**src/rtl/axi_interconnect_pkg.sv**
```systemverilog
// Shared definitions for the AXI crossbar write scheduler: FSM encoding and
// the index-width helper.
package axi_interconnect_pkg;

    typedef enum logic [1:0] {
        ST_IDLE = 2'd0,
        ST_AW   = 2'd1,
        ST_W    = 2'd2,
        ST_B    = 2'd3
    } wr_state_e;

    // ceil(log2(n)), never below 1 so a 1-bit index exists even for tiny NUM
    function automatic int clog2_min1(input int n);
        int r;
        r = 0;
        for (int i = 0; i < 31; i++) begin
            if ((1 << i) < n) r = i + 1;
        end
        return (r < 1) ? 1 : r;
    endfunction

endpackage

```
**src/rtl/axi_interconnect_crossbar_arbit_polling.sv**
```systemverilog
// Combinational round-robin picker: first requester at or after last_user-1,
// wrapping modulo NUM.
module axi_interconnect_crossbar_arbit_polling #(
    parameter int NUM   = 4,
    parameter int WIDTH = 2
) (
    input  logic [NUM-1:0]   req,
    input  logic [WIDTH-1:0] last_user,
    output logic [WIDTH-1:0] current_user
);

    logic [WIDTH-1:0] start;
    logic             found;

    always_comb begin
        start        = last_user - WIDTH'(1);
        current_user = '0;
        found        = 1'b0;
        for (int i = 0; i < NUM; i++) begin
            if (!found && req[(int'(start) + i) % NUM]) begin
                current_user = WIDTH'((int'(start) + i) % NUM);
                found        = 1'b1;
            end
        end
    end

endmodule

```
**src/rtl/axi_interconnect_crossbar_wr_sched.sv**
```systemverilog
// Per-slave-port write scheduler: one master owns AW, the whole W burst and B
// before the next round-robin arbitration.
module axi_interconnect_crossbar_wr_sched
    import axi_interconnect_pkg::*;
#(
    parameter int NUM   = 4,
    parameter int WIDTH = clog2_min1(NUM)
) (
    input  logic             clk,
    input  logic             rst_n,
    input  logic [NUM-1:0]   m_awvalid,
    output logic [NUM-1:0]   m_awready,
    output logic             s_awvalid,
    input  logic             s_awready,
    input  logic [NUM-1:0]   m_wvalid,
    input  logic [NUM-1:0]   m_wlast,
    output logic [NUM-1:0]   m_wready,
    output logic             s_wvalid,
    output logic             s_wlast,
    input  logic             s_wready,
    input  logic             s_bvalid,
    output logic             s_bready,
    output logic [NUM-1:0]   m_bvalid,
    input  logic [NUM-1:0]   m_bready,
    output logic             grant_valid,
    output logic [WIDTH-1:0] grant_id,
    output logic [7:0]       wbeat_cnt
);

    wr_state_e        state_q, state_d;
    logic [WIDTH-1:0] rr_ptr_q, rr_ptr_d;
    logic [WIDTH-1:0] grant_id_d;
    logic             grant_valid_d;
    logic [7:0]       wbeat_d;
    logic [WIDTH-1:0] last_user;
    logic [WIDTH-1:0] pick;

    // The picker starts at last_user-1, so feed it rr_ptr+1 to start at rr_ptr.
    assign last_user = rr_ptr_q + WIDTH'(1);

    axi_interconnect_crossbar_arbit_polling #(
        .NUM   (NUM),
        .WIDTH (WIDTH)
    ) u_arbit (
        .req          (m_awvalid),
        .last_user    (last_user),
        .current_user (pick)
    );

    always_ff @(posedge clk or negedge rst_n) begin
        if (!rst_n) begin
            state_q     <= ST_IDLE;
            rr_ptr_q    <= '0;
            grant_id    <= '0;
            grant_valid <= 1'b0;
            wbeat_cnt   <= '0;
        end else begin
            state_q     <= state_d;
            rr_ptr_q    <= rr_ptr_d;
            grant_id    <= grant_id_d;
            grant_valid <= grant_valid_d;
            wbeat_cnt   <= wbeat_d;
        end
    end

    // Handshake: a transfer happens on a cycle where valid and ready are both
    // high; only the granted master's bits are forwarded, all others stay 0.
    always_comb begin
        state_d       = state_q;
        rr_ptr_d      = rr_ptr_q;
        grant_id_d    = grant_id;
        grant_valid_d = grant_valid;
        wbeat_d       = wbeat_cnt;
        m_awready     = '0;
        m_wready      = '0;
        m_bvalid      = '0;
        s_awvalid     = 1'b0;
        s_wvalid      = 1'b0;
        s_wlast       = 1'b0;
        s_bready      = 1'b0;
        unique case (state_q)
            ST_IDLE: begin
                if (|m_awvalid) begin
                    state_d       = ST_AW;
                    grant_id_d    = pick;
                    grant_valid_d = 1'b1;
                end
            end
            ST_AW: begin
                s_awvalid           = m_awvalid[grant_id];
                m_awready[grant_id] = s_awready;
                if (s_awvalid && s_awready) begin
                    state_d = ST_W;
                    wbeat_d = '0;
                end
            end
            ST_W: begin
                s_wvalid           = m_wvalid[grant_id];
                s_wlast            = m_wlast[grant_id];
                m_wready[grant_id] = s_wready;
                if (s_wvalid && s_wready) begin
                    if (wbeat_cnt != 8'hFF) wbeat_d = wbeat_cnt + 8'd1;
                    if (s_wlast) state_d = ST_B;
                end
            end
            ST_B: begin
                m_bvalid[grant_id] = s_bvalid;
                s_bready           = m_bready[grant_id];
                if (s_bvalid && s_bready) begin
                    state_d       = ST_IDLE;
                    grant_valid_d = 1'b0;
                    rr_ptr_d      = (grant_id == WIDTH'(NUM - 1)) ? '0 : grant_id + WIDTH'(1);
                end
            end
            default: state_d = ST_IDLE;
        endcase
    end

endmodule

```
**config.mk**
```make
export PLATFORM = sky130hd
export DESIGN_NAME = axi_interconnect_crossbar_wr_sched
export DESIGN_NICKNAME = d
export VERILOG_FILES = /design/src/rtl/axi_interconnect_pkg.sv /design/src/rtl/axi_interconnect_crossbar_arbit_polling.sv /design/src/rtl/axi_interconnect_crossbar_wr_sched.sv
export SDC_FILE = /design/constraint.sdc
export NUM_CORES = 1
export LEC_CHECK = 0
export ABC_AREA = 1
export CAP_MARGIN = 0
export CORE_ASPECT_RATIO = 1.1
export CORE_MARGIN = 2
export CORE_UTILIZATION = 45
export CTS_CLUSTER_DIAMETER = 60
export CTS_CLUSTER_SIZE = 8
export DETAILED_ROUTE_END_ITERATION = 16
export GPL_TIMING_DRIVEN = 0
export PLACE_DENSITY_LB_ADDON = 0.08
export SLEW_MARGIN = 5
export SYNTH_ARGS = -nofsm -noshare
export SYNTH_HDL_FRONTEND = slang
export SYNTH_HIERARCHICAL = 1
export SYNTH_SLANG_ARGS = --single-unit
```
**constraint.sdc**
```tcl
create_clock -name clk -period 4.15 [get_ports clk]
set_input_delay 0.6225 -clock clk [delete_from_list [all_inputs] [get_ports clk]]
set_output_delay 0.6225 -clock clk [all_outputs]
set_load 0.03 [all_outputs]
```
# Word-level counts from Yosys, hierarchy flattened
# Index checks and enable logic that the tools add are counted.
[word_totals] ramBits=0 ff_bits=15 romBits=0 out_inout_bits=27 mem_count=0 latchBits=0 in_bits=21 wordCells=106
[classes] div=0 n_reduce_logical=22 multipliers=0 shift=0 add_sub_neg=7 n_eq_ne=11 magnitude_cmp=6 bitwise=6 mux=49
[op_table] operator="$mux W8" n=3
[op_table] operator="$mux W1" n=21
[op_table] operator="$mux W2" n=10
[op_table] operator="$bmux W1 S2" n=8
[op_table] operator="$pmux W8 S2" n=1
[op_table] operator="$and A4 B4 Y4" n=3
[op_table] operator="$lt A3 B4 Y1 const B" n=3
[op_table] operator="$mux W4" n=3
[op_table] operator="$ne A2 B2 Y1 const B" n=6
[op_table] operator="$add A8 B1 Y8 const B" n=1
[op_table] operator="$ne A8 B8 Y1 const B" n=1
[op_table] operator="$pmux W2 S4" n=1
[op_table] operator="$logic_and A1 B1 Y1" n=7
[op_table] operator="$add A2 B1 Y2 const B" n=3
[op_table] operator="$eq A2 B2 Y1 const B" n=3
[op_table] operator="$lt A2 B3 Y1 const B" n=2
[op_table] operator="$reduce_or A2 Y1" n=3
[op_table] operator="$reduce_and A5 Y1" n=1
[op_table] operator="$add A2 B2 Y2 const B" n=2
[op_table] operator="$reduce_and A2 Y1" n=2
[op_table] operator="$reduce_and A4 Y1" n=1
[op_table] operator="$reduce_bool A2 Y1" n=2
[op_table] operator="$reduce_or A4 Y1" n=1
[op_table] operator="$and A1 B1 Y1 const A" n=3
[op_table] operator="other kinds (8)" n=10

# Longest topological paths before layout
# Gate-level depths: netlist of run 1.
[depth] ltp_word=16 depth_mapped=12

# By module
# The synthesis of run 1 kept the hierarchy.
[by_module_without_submodules] mod="axi_interconnect_crossbar_wr_sched" seq_area_each_um2=375.4 instances=1 area_per_inst_um2=1282.5 cells_per_inst=186
[by_module_without_submodules] mod="axi_interconnect_crossbar_arbit_polling" seq_area_each_um2=0.0 instances=1 area_per_inst_um2=272.8 cells_per_inst=58

# Worst setup path after synthesis of run 1
# No wires, ideal clock.
[synth_path] path_kind="register to output" start="register grant_id[0]" end="output s_bready" path_buffers=2 required_ps=3527 slack_ps=2057 path_stages_with_launch=8 t_arrival_ps=1470 path_cell_list="dfrtp_1 -> buf_6 -> inv_4 -> buf_12 -> nand2_1 -> nand3_1 -> nand2_1 -> nor2_1"
[synth_via] elab_chain_len=3
[synth_rtl] element="start: declaration" line="axi_interconnect_crossbar_wr_sched.sv:26" text="output logic [WIDTH-1:0] grant_id,"
[synth_rtl] element="start signal: assignment" line="axi_interconnect_crossbar_wr_sched.sv:60" text="grant_id <= grant_id_d;"
[synth_rtl] element="$bmux W1 S2" line="axi_interconnect_crossbar_wr_sched.sv:108" text="s_bready = m_bready[grant_id];"
[synth_rtl] element="$mux W1 (implied by the code)" line="axi_interconnect_crossbar_wr_sched.sv:108"
[synth_rtl] element="$mux W1" line="axi_interconnect_crossbar_wr_sched.sv:81" text="unique case (state_q)"
[synth_rtl] element="end: declaration" line="axi_interconnect_crossbar_wr_sched.sv:22" text="output logic s_bready,"
# No other way between the ends. The select of a mux whose other input is x is not followed.

# Worst setup path after layout of run 1
[layout_path] start="register state_q[0]" end="output s_wvalid"
[layout_via] elab_chain_len=2
[layout_rtl] element="start: declaration" line="axi_interconnect_crossbar_wr_sched.sv:30" text="wr_state_e state_q, state_d;"
[layout_rtl] element="start signal: assignment" line="axi_interconnect_crossbar_wr_sched.sv:58" text="state_q <= state_d;"
[layout_rtl] element="$eq A2 B2 Y1" line="axi_interconnect_crossbar_wr_sched.sv:81"
[layout_rtl] element="$mux W1" line="axi_interconnect_crossbar_wr_sched.sv:81"
[layout_rtl] element="end: declaration" line="axi_interconnect_crossbar_wr_sched.sv:18" text="output logic s_wvalid,"
# No other way between the ends.

==> metrics.txt, run 1 <==
Yosys top cell area share=24.1%; sequential fraction of design power=16.0%; area delta synth->final=35.9%; number of nets still failing antenna checks after routing=0; end point of the most critical hold path=wbeat_cnt[1]$_DFFE_PN0P_; path type of the worst setup path=reg2out; count of buffers added by post-CTS timing repair for setup=0; unique cell type count in the Yosys netlist=30; global routing usage summed across all routing layers=about 20%; footprint of the flip-flops and latches=about 380 um^2; number of warning messages in the yosys log=6; clock transition at the registers of the reported paths=approximately 0.10 ns; number of cells traversed by the worst register-to-register path=11; pin count of the biggest net entering global routing=16; post-detailed-route via-to-cell ratio=roughly 4.7; Min-Delay Startpoint=wbeat_cnt[1]$_DFFE_PN0P_; pins over their slew limit=0; fraction of registers with async set/reset=between 90% and 100%; top-level port count=48; wire length of the first global-routing pass=6220 um; height of the chip=between 60 and 70 um; finished layout cell area=approximately 2100 um^2; WL per Instance=11.1 um; cells taking the most area after synthesis=sky130_fd_sc_hd__dfrtp_1, sky130_fd_sc_hd__nand2_1, sky130_fd_sc_hd__nand3_1, sky130_fd_sc_hd__ha_1, sky130_fd_sc_hd__nor2_1; clock latency reported for the late side of the worst-skew pair=between 0.2 and 0.3 ns; switching power as a share of total power=56.1%; area of the multi-input gates=slightly above 1000 um^2; upper clock frequency limit=346 MHz; period utilization=approximately 70%; depth of the CTS H-tree=1; power density of the placed cells=between 700 and 800 nW/um^2; vias in the first global route=between 1000 and 1500; Gate Count Post-Synth=between 200 and 250; Primary FF master, synth=sky130_fd_sc_hd__dfrtp_1; RSZ-0062 raised after global routing=false; TritonCTS clock tree=yes; area of the mapped netlist=1560 um^2; worst setup skew after layout=0.00485 ns; cell-internal power=around 0.65 mW; number of clock sinks=15; total inserted antenna cells=0; die width=~60 um; most numerous cell in the Yosys netlist=sky130_fd_sc_hd__nand2_1; data arrival time of the worst path=2.27 ns; detailed-placement wirelength estimate=slightly below 3000 um; routed via count=1602; Finished Core Util=between 60% and 70%; status=finished, final reports clean; number of port buffers=47; endpoint type of the worst setup path=output port; clock root buffer master=sky130_fd_sc_hd__clkbuf_4; worst reg-to-reg setup slack=around 2.4 ns; number of enable flip-flop cells after synthesis=0; total number of nets in the final design=between 300 and 400; total overflow reported by the global router=0; total placed instance area=approximately 2100 um^2; initial cell density of the core=46.7%; final setup violation count=0; Worst slew margin=between 50% and 60%; share of layout cells above drive strength 1=12.9%; Routability Congestion=between 0.7 and 0.8; count of maximum capacitance violations=0; detailed-routing iteration count for the pre-antenna-repair pass=4; combinational cell fraction of total power=78.1%; switching power total=a little over 0.8 mW; initial drt markers=54; number of gates given a new drive strength after cts=0; synthesized area per cell=around 6.4 um^2; hold-fix buffers at CTS=0; slew at the pin with the worst max-slew slack=~0.73 ns; ranking of synthesized cells by instance count=sky130_fd_sc_hd__nand2_1, sky130_fd_sc_hd__nand3_1, sky130_fd_sc_hd__nor2_1, sky130_fd_sc_hd__inv_1, sky130_fd_sc_hd__dfrtp_1; sequential cell area fraction in the yosys report=24.1%; post-layout min period=~2.9 ns; Post-Syn Nets=between 200 and 300; worst flop-to-flop path endpoint=grant_id[0]$_DFFE_PN0P_; synthesis-stage register bit count=15; Final Hold Vio Count=0; static leakage=1.06 nW; Hold Crit Class=reg2reg; maximum fanout count along the critical path=9; maximum buffer depth of the clock tree=2; TritonCTS Buffers=3; Core Box Area=between 3000 and 4000 um^2; number of core rows=22; Startpoint Class=flip-flop; library cell with the largest summed area after synthesis=sky130_fd_sc_hd__dfrtp_1; Total Die Area=3940 um^2; Cells on Worst Hold Path=2; worst-case vdd ir drop=about 0.00053 V; Setup Total Neg Slack=0 ns; part of the total power dissipated in the clock network=between 5 and 6%; required time reported for the critical path endpoint=roughly 3.5 ns; drt drc=0; # fillers=around 320; worst reg2reg startpoint=rr_ptr_q[0]$_DFFE_PN0P_; initial antenna violation count=0; post-detailed-routing wire length=between 3000 and 4000 um
## registers in the layout, summed over array words and instances (netlist names)
register / cells
grant_id: 2
grant_valid: 1
rr_ptr_q: 2
state_q: 2
wbeat_cnt: 8
## cells by family (layout without fill, tap and decap cells)
logic type,count (synthesis),after routing,synth area share [%]
muxes,1,1,0.965
DFF,15,15,24.1
xor gates and xnor gates,2,2,1.13
AOI/OAI and AO/OA,10,10,3.70
and+or+nand+nor,173,173,52.1
adders and majority gates,9,9,7.24
buffers and inverters,34,85,10.8
## cell type report
| class | count | share of cell area, % |
|---|---|---|
| Multi-Input combinational cell | 195 | 47.9 |
| Tap cell | 48 | 2.84 |
| Inverter | 30 | 5.68 |
| Clock inverter | 1 | 0.237 |
| Timing Repair Buffer | 47 | 22.3 |
| Clock buffer | 3 | 1.07 |
| Buffer | 4 | 2.25 |
| Sequential cell | 15 | 17.8 |
## power by group through the flow
stage | Combinational (mW) | Clock, mW | Sequential (mW)
floorplan | 0.828 | 0 | 0.276
global placement | 1.14 | 0 | 0.241
detailed placement | 1.15 | 0 | 0.241
CTS | 1.16 | 0.0915 | 0.238
global route | 1.27 | 0.0998 | 0.245
finish | 1.16 | 0.0863 | 0.237
## per-layer routing
metal | up-vias | routed length, um | GRT usage (%) | part of all wire (%)
li1 | 864 | - | - | -
met1 | 689 | 1870 | 28.5 | 49
met2 | 45 | 1650 | 32.1 | 43
met3 | 4 | 247 | 3.15 | 6.5
met4 | 0 | 47 | 6.67 | 1.2
met5 | - | 0 | 0 | 0
## critical path, cell delays in order, from the launching register on
cell,delay (ns)
sky130_fd_sc_hd__dfrtp_1,0.41
sky130_fd_sc_hd__inv_1,0.11
sky130_fd_sc_hd__ha_1,0.15
sky130_fd_sc_hd__buf_2,0.18
sky130_fd_sc_hd__clkinv_1,0.27
sky130_fd_sc_hd__nor2_1,0.18
sky130_fd_sc_hd__clkdlybuf4s50_1,0.68
## worst max path at each step
stage                                  from         to  depth (start not counted)
floorplan           grant_id[0]$_DFFE_PN0P_   s_bready                          7
global placement               m_awvalid[3]  s_awvalid                          5
detailed placement             m_awvalid[3]  s_awvalid                          5
CTS                  state_q[0]$_DFFE_PN0P_   s_wvalid                          6
global route         state_q[0]$_DFFE_PN0P_   s_wvalid                          6
finish               state_q[0]$_DFFE_PN0P_   s_wvalid                          6
## cells in the final DEF (no fill, tap or decap), types with 2 or more instances in the layout
cell type                         Yosys  final
sky130_fd_sc_hd__nand3_1             31     31
sky130_fd_sc_hd__ha_1                 9      9
sky130_fd_sc_hd__clkbuf_4             0      3
sky130_fd_sc_hd__dfrtp_1             15     15
sky130_fd_sc_hd__clkdlybuf4s50_1      0     47
sky130_fd_sc_hd__nand2_4              2      2
sky130_fd_sc_hd__nand3_2              4      4
sky130_fd_sc_hd__nor2_1              28     28
sky130_fd_sc_hd__nor2_2               4      4
sky130_fd_sc_hd__o21ai_0              4      4
sky130_fd_sc_hd__nor3b_1              2      2
sky130_fd_sc_hd__nand2_2             13     13
sky130_fd_sc_hd__nand2_1             84     84
sky130_fd_sc_hd__inv_1               25     25
sky130_fd_sc_hd__o21bai_1             2      2
sky130_fd_sc_hd__buf_6                2      2
sky130_fd_sc_hd__a21oi_1              3      3
sky130_fd_sc_hd__inv_2                2      2
## metrics by stage
step | instances | hold slack [ns] | worst slack (ns) | power, mW
after detailed placement | 339 | 0.509 | 1.37 | 1.40
after CTS | 343 | 0.549 | 1.24 | 1.49
after floorplan | 244 | 0.327 | 2.06 | 1.10
after global placement | 339 | 0.516 | 1.38 | 1.38
final | 343 | 0.540 | 1.26 | 1.48
after global routing | 343 | 0.589 | 1.09 | 1.62
(Power assumes the default switching activity.)
==> inputs of run 2 (changes only) <==
Clock period 4.15 ns to 2.7 ns, I/O delays scaled along.
==> metrics.txt, run 2 (synthesis results as in run 1) <==
status=finished, final reports clean; Hold Crit Class=in2async; initial drt markers=between 50 and 60; Worst slew margin=between 50% and 60%; post-detailed-route via-to-cell ratio=around 4.7; depth of the CTS H-tree=1; number of clock sinks=15; maximum buffer depth of the clock tree=2; die width=60.1 um; Final Hold Vio Count=0; Core Box Area=roughly 3300 um^2; Setup Total Neg Slack=0 ns; period utilization=between 90% and 100%; pins over their slew limit=0; maximum fanout count along the critical path=8; path type of the worst setup path=reg2out; final setup violation count=0; pin count of the biggest net entering global routing=16; upper clock frequency limit=a little under 400 MHz; post-detailed-routing wire length=between 3000 and 4000 um; initial antenna violation count=0; drt drc=0; Top reg by flops=wbeat_cnt; post-layout worst setup margin=between 0.15 and 0.2 ns; post-layout min period=2.51 ns; Startpoint Class=flip-flop; height of the chip=65.7 um; clock latency reported for the late side of the worst-skew pair=0.29 ns; worst setup skew after layout=about 0.005 ns; number of flip-flops under the largest register name=8; Routability Congestion=around 0.80; top-level port count=48; number of port buffers=between 40 and 50; worst-case vdd ir drop=roughly 0.00081 V; data arrival time of the worst path=approximately 2.1 ns; routed via count=between 1500 and 2000; Total Die Area=a little under 4000 um^2; detailed-placement wirelength estimate=approximately 3000 um; area delta synth->final=36.4%; required time reported for the critical path endpoint=roughly 2.3 ns; TritonCTS clock tree=yes; wire length of the first global-routing pass=6220 um; clock root buffer master=sky130_fd_sc_hd__clkbuf_4; global routing usage summed across all routing layers=around 20%; number of core rows=22; endpoint type of the worst setup path=output port; power density of the placed cells=about 1100 nW/um^2; share of layout cells above drive strength 1=13.2%; RSZ-0062 raised after global routing=false; clock transition at the registers of the reported paths=0.10 ns; static leakage=1.09 nW; hold-fix buffers at CTS=0; finished layout cell area=2120 um^2; # fillers=~320; total placed instance area=between 2000 and 2500 um^2; number of nets still failing antenna checks after routing=0; slew at the pin with the worst max-slew slack=around 0.74 ns; worst reg-to-reg setup slack=roughly 0.96 ns; total inserted antenna cells=0; detailed-routing iteration count for the pre-antenna-repair pass=4; total number of nets in the final design=326; most frequent standard cell in the layout excluding fill and tap cells=sky130_fd_sc_hd__nand2_1; initial cell density of the core=a little under half; most frequent cells in the layout=sky130_fd_sc_hd__nand2_1, sky130_fd_sc_hd__clkdlybuf4s50_1, sky130_fd_sc_hd__nand3_1; TritonCTS Buffers=3; total overflow reported by the global router=0; final hold slack=roughly 0.54 ns; vias in the first global route=roughly 1400; Finished Core Util=between 60 and 70%; Post-Place Worst Slack=0.334 ns; count of maximum capacitance violations=0; WL per Instance=around 11 um
[run 2: metal layers]
metal  GRT usage, %  share of wire (%)
met5              0                  0
met4           6.67                1.2
met3           3.15                6.6
met2           32.1                 43
met1           28.5                 49
[run 2: final timing paths]
kind | startpoint | cells past startpoint | endpoint
max in group asynchronous | rst_n | 1 | grant_id[1]$_DFFE_PN0P_
max | state_q[0]$_DFFE_PN0P_ | 6 | m_wready[0]
min | rst_n | 1 | state_q[1]$_DFFE_PN0P_
min reg2reg | wbeat_cnt[1]$_DFFE_PN0P_ | 2 | wbeat_cnt[1]$_DFFE_PN0P_
min in group clk | wbeat_cnt[1]$_DFFE_PN0P_ | 2 | wbeat_cnt[1]$_DFFE_PN0P_
max reg2reg | rr_ptr_q[0]$_DFFE_PN0P_ | 11 | grant_id[0]$_DFFE_PN0P_
[run 2: final cells by class]
type,count,area [um^2],share of cell area [%]
Buffer,4,47.5,2.24
Clock buffer,3,22.5,1.06
Clock inverter,1,5.00,0.236
Inverter,30,124,5.84
Multi-Input combinational cell,195,1010,47.7
Sequential cell,15,375,17.7
Tap cell,48,60.1,2.83
Timing Repair Buffer,47,475,22.4
[run 2: timing repair]
item                                    4_1_cts  5_1_grt
buffers inserted                              0        0
endpoints found under the setup margin        0        2
gates resized for setup                       0        3
[run 2: where the power goes]
| part | internal [mW] | switching [mW] |
|---|---|---|
| clock network | 0.0551 | 0.0777 |
| logic | 0.650 | 1.13 |
| registers | 0.294 | 0.0707 |
[run 2: through the flow]
stage	power (mW)	cells
3_3_place_gp	2.12	339
2_1_floorplan	1.70	244
4_1_cts	2.29	343
6_report	2.28	343
3_5_place_dp	2.15	339
5_1_grt	2.49	343
[run 2: worst max-delay path: stages (launching register included)]
cell and delay [ns]:
sky130_fd_sc_hd__dfrtp_1 0.41, sky130_fd_sc_hd__inv_1 0.11, sky130_fd_sc_hd__ha_1 0.15, sky130_fd_sc_hd__buf_2 0.21
sky130_fd_sc_hd__nand2_1 0.16, sky130_fd_sc_hd__nor2_1 0.12, sky130_fd_sc_hd__clkdlybuf4s50_1 0.68
==> inputs of run 3 (changes only) <==
Settings changed: ABC_AREA 1 to not set, CAP_MARGIN 0 to not set, CORE_UTILIZATION 45 to 44, GPL_TIMING_DRIVEN 0 to not set.
==> metrics.txt, run 3 <==
status=finished, final reports clean; power density of the placed cells=1070 nW/um^2; WL per Instance=roughly 14 um; RSZ-0062 raised after global routing=false; period utilization=between 90% and 100%; worst-case vdd ir drop=approximately 0.00077 V; Total Die Area=~3300 um^2; required time reported for the critical path endpoint=between 2 and 2.5 ns; height of the chip=60.4 um; fraction of registers with async set/reset=100%; slew at the pin with the worst max-slew slack=around 0.64 ns; ranking of synthesized cells by instance count=sky130_fd_sc_hd__nand2_1, sky130_fd_sc_hd__and3_1, sky130_fd_sc_hd__dfrtp_1; TritonCTS clock tree=yes; footprint of the flip-flops and latches=~380 um^2; clock latency reported for the late side of the worst-skew pair=around 0.28 ns; TritonCTS Buffers=3; area delta synth->final=42.5%; area of the multi-input gates=between 800 and 900 um^2; number of warning messages in the yosys log=6; Post-Place Worst Slack=~0.24 ns; initial cell density of the core=between 40 and 50%; depth of the CTS H-tree=1; most frequent standard cell in the layout excluding fill and tap cells=sky130_fd_sc_hd__clkdlybuf4s50_1; Worst slew margin=a little under three fifths; initial drt markers=~50; total number of nets in the final design=224; static leakage=a little over 0.8 nW; number of nets still failing antenna checks after routing=0; number of enable flip-flop cells after synthesis=0; total inserted antenna cells=0; Worst path slowest cell=sky130_fd_sc_hd__clkdlybuf4s50_1; delay contributed by the slowest stage of the critical path=approximately 0.66 ns; number of clock sinks=15; clock transition at the registers of the reported paths=~0.08 ns; synthesized area per cell=slightly below 9 um^2; final cell count without fillers=about 230; number of core rows=20; final setup violation count=0; Setup Total Neg Slack=0 ns; Hold Crit Class=in2async; # fillers=~240; wire length of the first global-routing pass=~5300 um; Primary FF master, synth=sky130_fd_sc_hd__dfrtp_1; Yosys top cell area share=29.5%; routed via count=between 1000 and 1500; die width=55.3 um; top-level port count=48; hold-fix buffers at CTS=0; share of layout cells above drive strength 1=slightly below 10%; post-detailed-route via-to-cell ratio=roughly 5.4; Gate Count Post-Synth=143; unique cell type count in the Yosys netlist=40; post-detailed-routing wire length=about 3100 um; path type of the worst setup path=reg2out; most numerous cell in the Yosys netlist=sky130_fd_sc_hd__nand2_1; sequential cell area fraction in the yosys report=29.5%; worst setup skew after layout=0.00837 ns; drt drc=0; upper clock frequency limit=395 MHz; count of maximum capacitance violations=0; Top reg by flops=wbeat_cnt; number of port buffers=47; cell chain of the critical path=inv_1 > mux2i_1 > and2_1 > clkdlybuf4s50_1; data arrival time of the worst path=approximately 2.1 ns; pin count of the biggest net entering global routing=18; number of flip-flops under the largest register name=8; Post-Syn Nets=between 150 and 200; library cell with the largest summed area after synthesis=sky130_fd_sc_hd__dfrtp_1; area of the mapped netlist=around 1300 um^2; post-layout worst setup margin=between 0.15 and 0.2 ns; Routability Congestion=approximately 0.78; Core Box Area=about 2800 um^2; number of cells after detailed placement=222; maximum buffer depth of the clock tree=2; global routing usage summed across all routing layers=between 20 and 25%; post-layout min period=approximately 2.5 ns; clock root buffer master=sky130_fd_sc_hd__clkbuf_4; maximum fanout count along the critical path=14; Final Hold Vio Count=0; detailed-routing iteration count for the pre-antenna-repair pass=4; total overflow reported by the global router=0; pins over their slew limit=0; total placed instance area=about 1800 um^2; initial antenna violation count=0; most frequent cells in the layout=sky130_fd_sc_hd__clkdlybuf4s50_1, sky130_fd_sc_hd__nand2_1, sky130_fd_sc_hd__and3_1; synthesis-stage register bit count=15; detailed-placement wirelength estimate=about 2500 um; endpoint type of the worst setup path=output port; Startpoint Class=flip-flop; cells taking the most area after synthesis=sky130_fd_sc_hd__dfrtp_1, sky130_fd_sc_hd__ha_1, sky130_fd_sc_hd__and3_1, sky130_fd_sc_hd__mux2i_1, sky130_fd_sc_hd__nand2_1; vias in the first global route=approximately 1100; finished layout cell area=roughly 1800 um^2
## run 3: changes by cell type after synthesis, sizes merged, moves of 3 or more
cell	delta
and2	+3
and3	+15
inv	-23
mux2	+3
mux2i	+9
nand2	-76
nand2b	+8
nand3	-25
nor2	-32
o221ai	+4
## run 3: area by class of cell
type	instances	share of cell area, %
clock buffers	4	1.45
flip-flops and latches	15	20.8
repair buffers	51	27.6
multi-input cells	117	46.6
well taps	33	2.28
inverters	6	1.24
## run 3: metal layers
metal / share of wire, % / track usage, %
met2: 47 / 33.7
met1: 45 / 25.8
met5: 0 / 0
met3: 6.9 / 3.84
met4: 1.4 / 8.36
## run 3: worst max-delay path: cells and delay by family, from the launching register on
kind / cells / cell delay [ns]
buf+inv: 2 / 0.88
simple gates: 1 / 0.14
mux: 1 / 0.23
flops: 1 / 0.60
## run 3: worst paths after layout
path / from / to / slack, ns / depth (start not counted)
worst max register to register: state_q[0]$_DFFE_PN0P_ / wbeat_cnt[3]$_DFFE_PN0P_ / 0.59 / 9
min in group clk: grant_valid$_DFFE_PN0P_ / grant_valid$_DFFE_PN0P_ / 0.51 / 1
worst min-delay path: rst_n / state_q[1]$_DFFE_PN0P_ / 0.51 / 1
worst max-delay path: grant_id[1]$_DFFE_PN0P_ / s_bready / 0.17 / 4
max in group asynchronous: rst_n / grant_id[0]$_DFFE_PN0P_ / 1.73 / 1
worst min register to register: grant_valid$_DFFE_PN0P_ / grant_valid$_DFFE_PN0P_ / 0.51 / 1
## run 3: cell families (layout without fill, tap and decap cells)
logic type | after synthesis | count (layout) | synth area share, %
XOR/XNOR | 1 | 1 | 0.689
flip-flops | 15 | 15 | 29.5
buffers and inverters | 11 | 61 | 4.04
adder cells (fa/ha/maj) | 9 | 9 | 8.86
AO/OA/AOI/OAI | 18 | 18 | 11.3
AND/OR/NAND/NOR | 75 | 75 | 33.2
multiplexers | 14 | 14 | 12.4
## run 3: stage by stage
step	power (mW)	utilization, %	hold slack, ns
after floorplan	1.36	-	0.109
after global placement	1.79	64.8	0.491
after detailed placement	1.82	64.8	0.498
after CTS	1.95	65.8	0.515
after global routing	2.10	65.8	0.522
final	1.94	65.8	0.509
## run 3: repair_timing
action,in CTS,in global routing
setup endpoints to repair,0,2
hold endpoints to repair,0,0
setup buffers,0,0
resized for setup,0,1
## run 3: power by group
group	internal [mW]	switching [mW]	total (mW)	leakage, nW
registers	0.327	0.153	0.480	0.194
clock network	0.0573	0.0657	0.123	0.0150
logic	0.609	0.726	1.34	0.617
total	0.993	0.945	1.94	0.826
